File: src/rtl/four_mux_arbiter.sv
// Round-robin arbiter owning a shared 4:1 mux, with a burst limit that forces rotation.
// Optional macro FOUR_MUX_ARB_LOCK_EN adds a lock input that suppresses burst rotation.
//
// state | meaning
// IDLE  | no owner, gnt=0
// BUSY  | one owner, {s1,s0} = owner index
module four_mux_arbiter #(
    parameter int MAXBURST = 4
) (
    input  logic       clk,
    input  logic       rst,
    input  logic [3:0] req,
    input  logic       a,
    input  logic       b,
    input  logic       c,
    input  logic       d,
`ifdef FOUR_MUX_ARB_LOCK_EN
    input  logic       lock,
`endif
    output logic [3:0] gnt,
    output logic       s1,
    output logic       s0,
    output logic       w,
    output logic       valid
);

    typedef enum logic {IDLE, BUSY} state_t;

    state_t     state;
    logic [1:0] ptr;
    logic [3:0] cnt;
    logic [1:0] owner;
    logic [3:0] data;
    logic [3:0] cand;
    logic [1:0] idx;
    logic [1:0] win;
    logic       found;
    logic       lock_hold;
    logic       hold;

    assign owner = {s1, s0};
    assign data  = {d, c, b, a};

`ifdef FOUR_MUX_ARB_LOCK_EN
    assign lock_hold = lock;
`else
    assign lock_hold = 1'b0;
`endif

    // The current owner is never a candidate, so "found" also means "another source waits".
    always_comb begin
        cand = req;
        if (state == BUSY) begin
            cand[owner] = 1'b0;
        end
        found = 1'b0;
        win   = ptr;
        idx   = ptr;
        for (int i = 3; i >= 0; i--) begin
            idx = ptr + 2'(i);
            if (cand[idx]) begin
                found = 1'b1;
                win   = idx;
            end
        end
    end

    assign hold = (state == BUSY) && req[owner] &&
                  ((cnt < 4'(MAXBURST)) || !found || lock_hold);

    always_ff @(posedge clk or posedge rst) begin
        if (rst) begin
            state <= IDLE;
            ptr   <= 2'd0;
            cnt   <= 4'd0;
            gnt   <= 4'b0000;
            s1    <= 1'b0;
            s0    <= 1'b0;
            w     <= 1'b0;
            valid <= 1'b0;
        end else begin
            // Datapath follows the owner of the previous cycle, hence one cycle behind gnt.
            valid <= (state == BUSY);
            w     <= (state == BUSY) ? data[owner] : 1'b0;

            if (hold) begin
                if (cnt < 4'(MAXBURST)) begin
                    cnt <= cnt + 4'd1;
                end
            end else if (found) begin
                state    <= BUSY;
                gnt      <= 4'b0001 << win;
                {s1, s0} <= win;
                cnt      <= 4'd1;
                ptr      <= win + 2'd1;
            end else begin
                state    <= IDLE;
                gnt      <= 4'b0000;
                {s1, s0} <= 2'b00;
                cnt      <= 4'd0;
            end
        end
    end

endmodule

File: config.mk
export PLATFORM = sky130hd
export DESIGN_NAME = four_mux_arbiter
export DESIGN_NICKNAME = d
export VERILOG_FILES = /design/src/rtl/four_mux_arbiter.sv
export SDC_FILE = /design/constraint.sdc
export NUM_CORES = 1
export LEC_CHECK = 0
export ABC_AREA = 1
export CORE_MARGIN = 1.5
export CORE_UTILIZATION = 40
export CTS_CLUSTER_SIZE = 14
export DETAILED_ROUTE_END_ITERATION = 7
export DONT_BUFFER_PORTS = 1
export GPL_TIMING_DRIVEN = 0
export SLEW_MARGIN = 25
export SYNTH_ARGS = -nofsm -noshare
export SYNTH_HDL_FRONTEND = slang
export SYNTH_SLANG_ARGS = --single-unit
File: constraint.sdc
create_clock -name clk -period 1.8 [get_ports clk]
set_input_delay 0.45 -clock clk [delete_from_list [all_inputs] [get_ports clk]]
set_output_delay 0.45 -clock clk [all_outputs]
set_load 0.01 [all_outputs]
==> impl_metrics.py, run 1 <==
metrics = {
    "logic_synthesis": {
        "synth_most_common_cell": "nand2_1",
        "ys_ff_latch": 15,
        "yosys_warnings": 0,
        "synth-main-ff-cell": "dfrtp_1",
        "syn_nets": 148,
        "synth_area_leaders": "dfrtp_1, nand2_1, ha_1",
        "ys_seq_area_share_pct": 37.4,
        "netlist_area_sq_um": 1000,
        "synth_top_area_share_pct": 37.4,
        "synth_cell_type_count": 24,
        "netlist_top_cells_count": "nand2_1, dfrtp_1, nand3_1",
        "synth_top_area_cell": "dfrtp_1",
        "syn_inst": 133,
        "synth_edf_count": 0,
        "avgSynthCellArea_sq_um": 7.54,
        "async_flop_share_pct": 100,
    },
    "routing": {
        "drt_iter0_drc": 17,
        "viasPerCell": 5.13,
        "num_vias": 928,
        "totalWireLength_mm": 2.59,
        "ant_nets": 0,
        "drc": 0,
        "wl_per_cell_um": 14.3,
        "dr.pass1.iters": 4,
    },
    "global_routing": {
        "grt_pass1_wl_mm": 3.92,
        "grt_max_degree": 16,
        "grt_overflow_total": 0,
        "grt_pass1_vias": 920,
        "grtUsageTotal_pct": 19.2,
        "grt_antenna_before_repair": 0,
    },
    "clocking": {
        "cts_num_sinks": 15,
        "tritoncts": "yes",
        "hold_buffers": 0,
        "insertion_delay_ps": 280,
        "h-tree-depth": 1,
        "cts_buffers": 3,
        "clk_pin_slew_ps": 80,
        "ctsLongestPathBuffers": 2,
        "cts_root_buf": "clkbuf_4",
    },
    "layout": {
        "n_antenna_cell": 0,
        "syn_to_final_growth_pct": 43.0,
        "final_cells": 181,
        "drive_gt1_share_pct": 58.8,
        "nets": 169,
    },
    "timing": {
        "final.setup.worst_slack_ps": -51.3,
        "setup_violations": 8,
        "fin_skew_ps": 0.782,
        "tightest_slew_ps": 570,
        "slew_viol_final": 0,
        "hold_viol_final": 0,
        "rsz0062_at_grt": "true",
        "post-route-min-period_ps": 1850,
        "post-route-period-util_pct": 103,
        "fmax_mhz": 540,
        "maxSlewHeadroom_pct": 62.0,
        "setup-tns-final_ps": -193,
    },
    "setup_path": {
        "endpoint_kind": "register",
        "cp.required_ps": 1960,
        "cp-start-kind": "register",
        "critPathKind": "reg -> reg",
        "path_max_fanout": 5,
        "crit_arrival_ps": 2010,
    },
    "floorplanning": {
        "die_x_um": 53.1,
        "rows": 17,
        "die-area_sq_um": 2820,
        "die_h_um": 53.1,
        "core-area_sq_um": 2300,
        "initial_core_util_pct": 43.7,
        "io_pins": 18,
    },
    "run_status": {
        "violations": "setup timing",
        "outcome": "finished, violations left",
    },
    "flow_run": {
        "cap_violations": 0,
    },
    "place": {
        "portBuffers": 0,
        "place_inst": 161,
        "dp_hpwl_mm": 1.55,
        "gp_congestion": 0.718,
    },
    "min_path": {
        "hold_path.class": "in -> async",
    },
}
-- per-layer routing --
metal / global-route usage (%) / wire [um] / vias up / part of all wire (%)
met5: 0 / 0 / - / 0
met4: 8.97 / 38 / 0 / 1.5
met3: 2.54 / 88 / 6 / 3.4
met2: 33.3 / 1390 / 25 / 53
met1: 23.1 / 1080 / 438 / 42
li1: - / - / 459 / -
-- critical path: stages (launching register included) --
cell,delay (ps)
dfrtp_1,430
buf_6,160
nand3_2,90
nand2_2,80
nand2_2,80
nand2_2,70
nand2_2,90
nand2_4,60
nor2_4,110
nand2_2,60
nand2_2,90
nand2_4,80
ha_4,210
nand2_2,60
o21ai_2,50
-- flip-flops by register name, indices dropped and copies added, names as in the netlist --
name / flops
gnt: 4
state: 1
cnt: 4
w: 1
valid: 1
ptr: 2
s1: 1
s0: 1
-- cells in the final DEF, fill, tap and decap left out, drive strengths merged --
cell type | Yosys | routed
buf | 3 | 19
inv | 13 | 13
or2 | 1 | 1
nand3 | 16 | 16
clkbuf | 0 | 4
dfrtp | 15 | 15
a21boi | 1 | 1
ha | 5 | 5
nor2 | 11 | 11
xor2 | 2 | 2
clkinvlp | 0 | 1
mux2i | 1 | 1
nand2 | 52 | 52
o22ai | 1 | 1
a21oi | 3 | 3
o21ai | 8 | 8
-- logic make-up after synthesis --
group,share of synthesized area (%)
AOI/OAI and AO/OA,8.73
xor gates and xnor gates,1.75
adders and majority gates,6.23
buffers and inverters,8.73
DFF,37.4
muxes,0.998
and+or+nand+nor,36.2
-- worst paths after layout --
check	from	endpoint	slack (ps)	depth (start not counted)
min in group clk	d	w	410	2
max in group asynchronous	rst	state	1290	1
max	s0	ptr[1]	-50	14
min reg2reg	cnt[2]	cnt[2]	520	2
min	rst	cnt[3]	110	1
max reg2reg	s0	ptr[1]	-50	14
-- area by class of cell --
| cell class | instances | area (sq um) |
|---|---|---|
| buffer | 3 | 27.5 |
| clock buffer | 4 | 26.3 |
| fill | 200 | 862 |
| inverter | 14 | 71.3 |
| multi-input combinational | 101 | 777 |
| sequential | 15 | 378 |
| tap | 28 | 35.0 |
| timing repair buffer | 16 | 120 |
-- stage by stage --
| stage | worst slack (ps) | hold slack (ps) | instance area (sq um) | utilization, % |
|---|---|---|---|---|
| floorplan | 40.8 | 351 | 1000 | - |
| global placement | -120 | 423 | 1040 | 45.2 |
| detailed placement | -142 | 434 | 1040 | 45.2 |
| CTS | -44.3 | 119 | 1250 | 54.6 |
| global route | -154 | 149 | 1440 | 62.5 |
| finish | -51.3 | 105 | 1440 | 62.5 |
-- repair_timing --
action                     4_1_cts  5_1_grt
buffers inserted                11        5
pin swaps                       14       19
gates resized for setup         25       40
setup endpoints to repair        5       13
Power of run 1 is not shown: default switching activity piles up to over one toggle a cycle in this logic, so the estimate is an artifact.
==> run 2: changes to the inputs <==
SKIP_CTS_REPAIR_TIMING = 1   (was unset)
==> run 2 against run 1 <==
Net effect: the run still ends with setup timing left; final cell count is 3.9% lower; cell area down 9.9%; register-to-register slack worse by 20 ps; fmax is 1.2% lower; critical path type unchanged; flip-flop and latch count did not move.
==> impl_metrics.py, run 2 (synthesis results as in run 1) <==
metrics = {
    "run_status": {
        "outcome": "finished, violations left",
        "violations": "setup timing",
    },
    "clocking": {
        "cts_root_buf": "clkbuf_4",
        "clk_pin_slew_ps": 80,
        "cts_num_sinks": 15,
        "h-tree-depth": 1,
        "ctsLongestPathBuffers": 2,
        "insertion_delay_ps": 280,
        "cts_buffers": 3,
        "tritoncts": "yes",
    },
    "routing": {
        "viasPerCell": 5.02,
        "num_vias": 873,
        "wl_per_cell_um": 12.9,
        "drc": 0,
        "drt_iter0_drc": 15,
        "dr.pass1.iters": 4,
        "ant_nets": 0,
        "totalWireLength_mm": 2.25,
    },
    "timing": {
        "tightest_slew_ps": 543,
        "maxSlewHeadroom_pct": 63.7,
        "fin_skew_ps": 0.927,
        "slew_viol_final": 0,
        "post-route-period-util_pct": 104,
        "fmax_mhz": 534,
        "setup_violations": 5,
        "hold_viol_final": 0,
        "post-route-min-period_ps": 1870,
        "rsz0062_at_grt": "true",
        "final.setup.worst_slack_ps": -73.7,
    },
    "flow_run": {
        "cap_violations": 0,
    },
    "floorplanning": {
        "io_pins": 18,
        "core-area_sq_um": 2300,
        "rows": 17,
        "initial_core_util_pct": 43.7,
        "die_h_um": 53.1,
        "die_x_um": 53.1,
        "die-area_sq_um": 2820,
    },
    "place": {
        "place_inst": 161,
        "portBuffers": 0,
        "gp_congestion": 0.718,
        "placed_cell_area_sq_um": 1040,
        "dp_hpwl_mm": 1.55,
    },
    "setup_path": {
        "cp_slowest_cell": "dfrtp_2",
        "cp.required_ps": 1970,
        "path_max_fanout": 7,
        "critPathKind": "reg -> reg",
        "reg2reg_setup_slack_ps": -70,
        "crit_arrival_ps": 2050,
        "crit_chain": "inv_4 -> nand3_4 -> nand3_1 -> nand2_1 -> nand2_1 -> nand2_1 -> inv_2 -> nand2_2 -> nand2_1 -> nand2_2 -> nand2_4 -> inv_2 -> ha_2 -> nand2_1 -> nand2_1",
        "timing.rr.end": "gnt[0]",
        "r2r_start": "s1",
        "r2r_cells": 15,
        "endpoint_kind": "register",
        "timing.critical_path.slowest_cell_delay_ps": 510,
        "worst_path_most_repeated_cell": "nand2_1",
        "cp-start-kind": "register",
    },
    "layout": {
        "final_cells": 174,
        "top_regs": "cnt (4), gnt (4), ptr (2)",
        "mostFrequentLayoutCells": "nand2_1, nand2_2, dfrtp_1",
        "fillers": 216,
        "utilization_pct": 56.3,
        "drive_gt1_share_pct": 45.9,
        "n_antenna_cell": 0,
        "mostFrequentLayoutCell": "nand2_1",
        "nets": 162,
        "syn_to_final_growth_pct": 28.8,
        "stdcell_area_sq_um": 1290,
    },
    "global_routing": {
        "grt_overflow_total": 0,
        "grt_pass1_wl_mm": 3.42,
        "grt_max_degree": 16,
        "grtUsageTotal_pct": 16.9,
        "grt_antenna_before_repair": 0,
        "grt_pass1_vias": 793,
    },
    "min_path": {
        "hold_path.class": "in -> async",
    },
}
run 2: cell count changes in the layout (fill, tap and decap cells not counted), moves of 2 or more:
cell | before | now
nand2_2 | 23 | 17
buf_4 | 16 | 7
nand3_1 | 2 | 5
nand2_4 | 6 | 1
nand3_2 | 9 | 7
nand2_1 | 23 | 34
run 2: how the worst max path moves through the flow:
stage,start,slack (ps),end,depth (start not counted)
final,s1,-70,gnt[0],15
after detailed placement,s1,-140,ptr[1],14
after CTS,s1,-150,ptr[1],14
after global placement,s0,-120,ptr[1],15
after floorplan,s0,40,ptr[1],14
after global routing,s0,-210,ptr[1],15
run 2: metal layers:
layer  wire (um)  track usage, %  vias up  part of all wire [%]
met1        1030            22.6      413                    45
li1            -               -      443                     -
met5           0               0        -                     0
met3          68            2.54        2                   3.0
met4          21            8.97        0                  0.93
met2        1140            26.0       15                    50
run 2: area by class of cell:
class / count / area [sq um] / share of cell area, %
Buffer: 3 / 27.5 / 2.13
Clock buffer: 4 / 26.3 / 2.03
Inverter: 14 / 71.3 / 5.52
Multi-Input combinational cell: 101 / 683 / 52.9
Sequential cell: 15 / 378 / 29.2
Tap cell: 28 / 35.0 / 2.71
Timing Repair Buffer: 8 / 63.8 / 4.94
Timing Repair inverter: 1 / 7.51 / 0.581
run 2: through the flow:
step                      setup TNS [ps]  worst slack (ps)  hold slack, ps
final                               -296             -73.7            95.4
after global routing               -1310              -215             140
after CTS                           -525              -152             119
after detailed placement            -445              -142             434
after global placement              -310              -120             423
after floorplan                        0              40.8             351
run 2: worst max-delay path: cells and delay by family (launching register included):
family,cells,cell delay (ps)
flip-flops,1,510
buffers and inverters,3,240
AND/OR/NAND/NOR,11,850
adder cells (fa/ha/maj),1,170
Power of run 2 is left out for the same reason.
==> run 3: changes to the inputs <==
MAX_ROUTING_LAYER = met4   (was unset)
==> run 3 against run 2 <==
Net effect: the flow still finishes with violations (setup timing); flip-flop and latch count is the same; global-route usage grew 0.49 points; utilization is the same; register-to-register slack is essentially flat; clock skew is the same; non-clock buffer count is the same; routed wire length grew 0.31%; first-iteration DRC count is the same; via count shrank 0.34%; die area is the same; fmax is essentially flat; final cell count is the same; critical path type unchanged.
==> impl_metrics.py, run 3 (synthesis results as in run 1) <==
metrics = {
    "run_status": {
        "outcome": "finished, violations left",
        "violations": "setup timing",
    },
    "global_routing": {
        "met3_usage_pct": 2.54,
        "top_usage_layer": "met2",
        "grt_pass1_wl_mm": 3.43,
        "grt_overflow_total": 0,
        "grtUsageTotal_pct": 17.4,
        "grt_max_degree": 16,
        "use_met2_pct": 26.0,
        "grt_antenna_before_repair": 0,
        "grt_pass1_vias": 791,
        "gr-usage-met1_pct": 22.8,
    },
    "routing": {
        "num_vias": 870,
        "dr.pass1.iters": 4,
        "ant_nets": 0,
        "viasPerCell": 5.00,
        "drt_iter0_drc": 15,
        "wl_per_cell_um": 13.0,
        "totalWireLength_mm": 2.26,
        "drc": 0,
    },
    "timing": {
        "post-route-min-period_ps": 1870,
        "final.setup.worst_slack_ps": -74.3,
        "setup_violations": 5,
        "maxSlewHeadroom_pct": 63.7,
        "rsz0062_at_grt": "true",
        "hold_viol_final": 0,
        "fmax_mhz": 534,
        "fin_skew_ps": 0.927,
        "post-route-period-util_pct": 104,
        "tightest_slew_ps": 544,
        "slew_viol_final": 0,
        "whs_ps": 95.7,
    },
    "setup_path": {
        "crit_arrival_ps": 2050,
        "cp.required_ps": 1970,
        "r2r_cells": 15,
        "critPathKind": "reg -> reg",
        "worst_path_most_repeated_cell": "nand2_1",
        "timing.critical_path.slowest_cell_delay_ps": 510,
        "timing.rr.end": "gnt[0]",
        "path_max_fanout": 7,
        "cp-start-kind": "register",
        "crit_chain": "inv_4 -> nand3_4 -> nand3_1 -> nand2_1 -> nand2_1 -> nand2_1 -> inv_2 -> nand2_2 -> nand2_1 -> nand2_2 -> nand2_4 -> inv_2 -> ha_2 -> nand2_1 -> nand2_1",
        "endpoint_kind": "register",
        "cp_slowest_cell": "dfrtp_2",
        "reg2reg_setup_slack_ps": -70,
        "r2r_start": "s1",
        "crit_start": "s1",
    },
    "clocking": {
        "h-tree-depth": 1,
        "insertion_delay_ps": 280,
        "cts_root_buf": "clkbuf_4",
        "tritoncts": "yes",
        "ctsLongestPathBuffers": 2,
        "cts_buffers": 3,
        "clk_pin_slew_ps": 80,
        "cts_num_sinks": 15,
    },
    "layout": {
        "mostFrequentLayoutCells": "nand2_1, nand2_2, dfrtp_1",
        "top_regs": "cnt (4), gnt (4), ptr (2)",
        "mostFrequentLayoutCell": "nand2_1",
        "nets": 162,
        "drive_gt1_share_pct": 45.9,
        "utilization_pct": 56.3,
        "n_antenna_cell": 0,
        "syn_to_final_growth_pct": 28.8,
    },
    "floorplanning": {
        "io_pins": 18,
        "die-area_sq_um": 2820,
        "rows": 17,
        "die_x_um": 53.1,
        "die_h_um": 53.1,
        "initial_core_util_pct": 43.7,
        "core-area_sq_um": 2300,
    },
    "min_path": {
        "hold_path.class": "in -> async",
    },
    "place": {
        "dp_slack_ps": -142,
        "dp_hpwl_mm": 1.55,
        "gp_congestion": 0.726,
        "portBuffers": 0,
    },
    "flow_run": {
        "cap_violations": 0,
    },
}
## run 3: cell counts in the layout (fill, tap and decap cells not counted)
Identical to the previous run, type by type.
## run 3: final cells by class
cell class	count	area (sq um)
multi-input cells	101	683
clock buffers	4	26.3
repair inverters	1	7.51
well taps	28	35.0
inverters	14	71.3
fillers	216	1000
flip-flops and latches	15	378
repair buffers	8	63.8
plain buffers	3	27.5
## run 3: metrics by stage
step	cells	TNS, ps	cell area [sq um]
after detailed placement	161	-445	1040
after global placement	161	-310	1040
after global routing	174	-1310	1290
final	174	-296	1290
after floorplan	133	0	1000
after CTS	165	-525	1060
## run 3: critical path: cells and delay by family, from the launching register on
| kind | cells | cell delay [ps] |
|---|---|---|
| AND/OR/NAND/NOR | 11 | 850 |
| flip-flops | 1 | 510 |
| buffers and inverters | 3 | 240 |
| adder cells (fa/ha/maj) | 1 | 170 |
## run 3: worst max path at each step
| stage | slack [ps] | depth (start not counted) | end |
|---|---|---|---|
| after floorplan | 40 | 14 | ptr[1] |
| after global placement | -120 | 15 | ptr[1] |
| after detailed placement | -140 | 14 | ptr[1] |
| after CTS | -150 | 14 | ptr[1] |
| after global routing | -210 | 15 | ptr[1] |
| final | -70 | 15 | gnt[0] |
## run 3: metal layers
metal  vias to the layer above  share of wire, %
met1                       409                46
met4                         0              0.93
li1                        444                 -
met5                         -                 0
met3                         2               3.0
met2                        15                50
Power of run 3 is left out for the same reason.
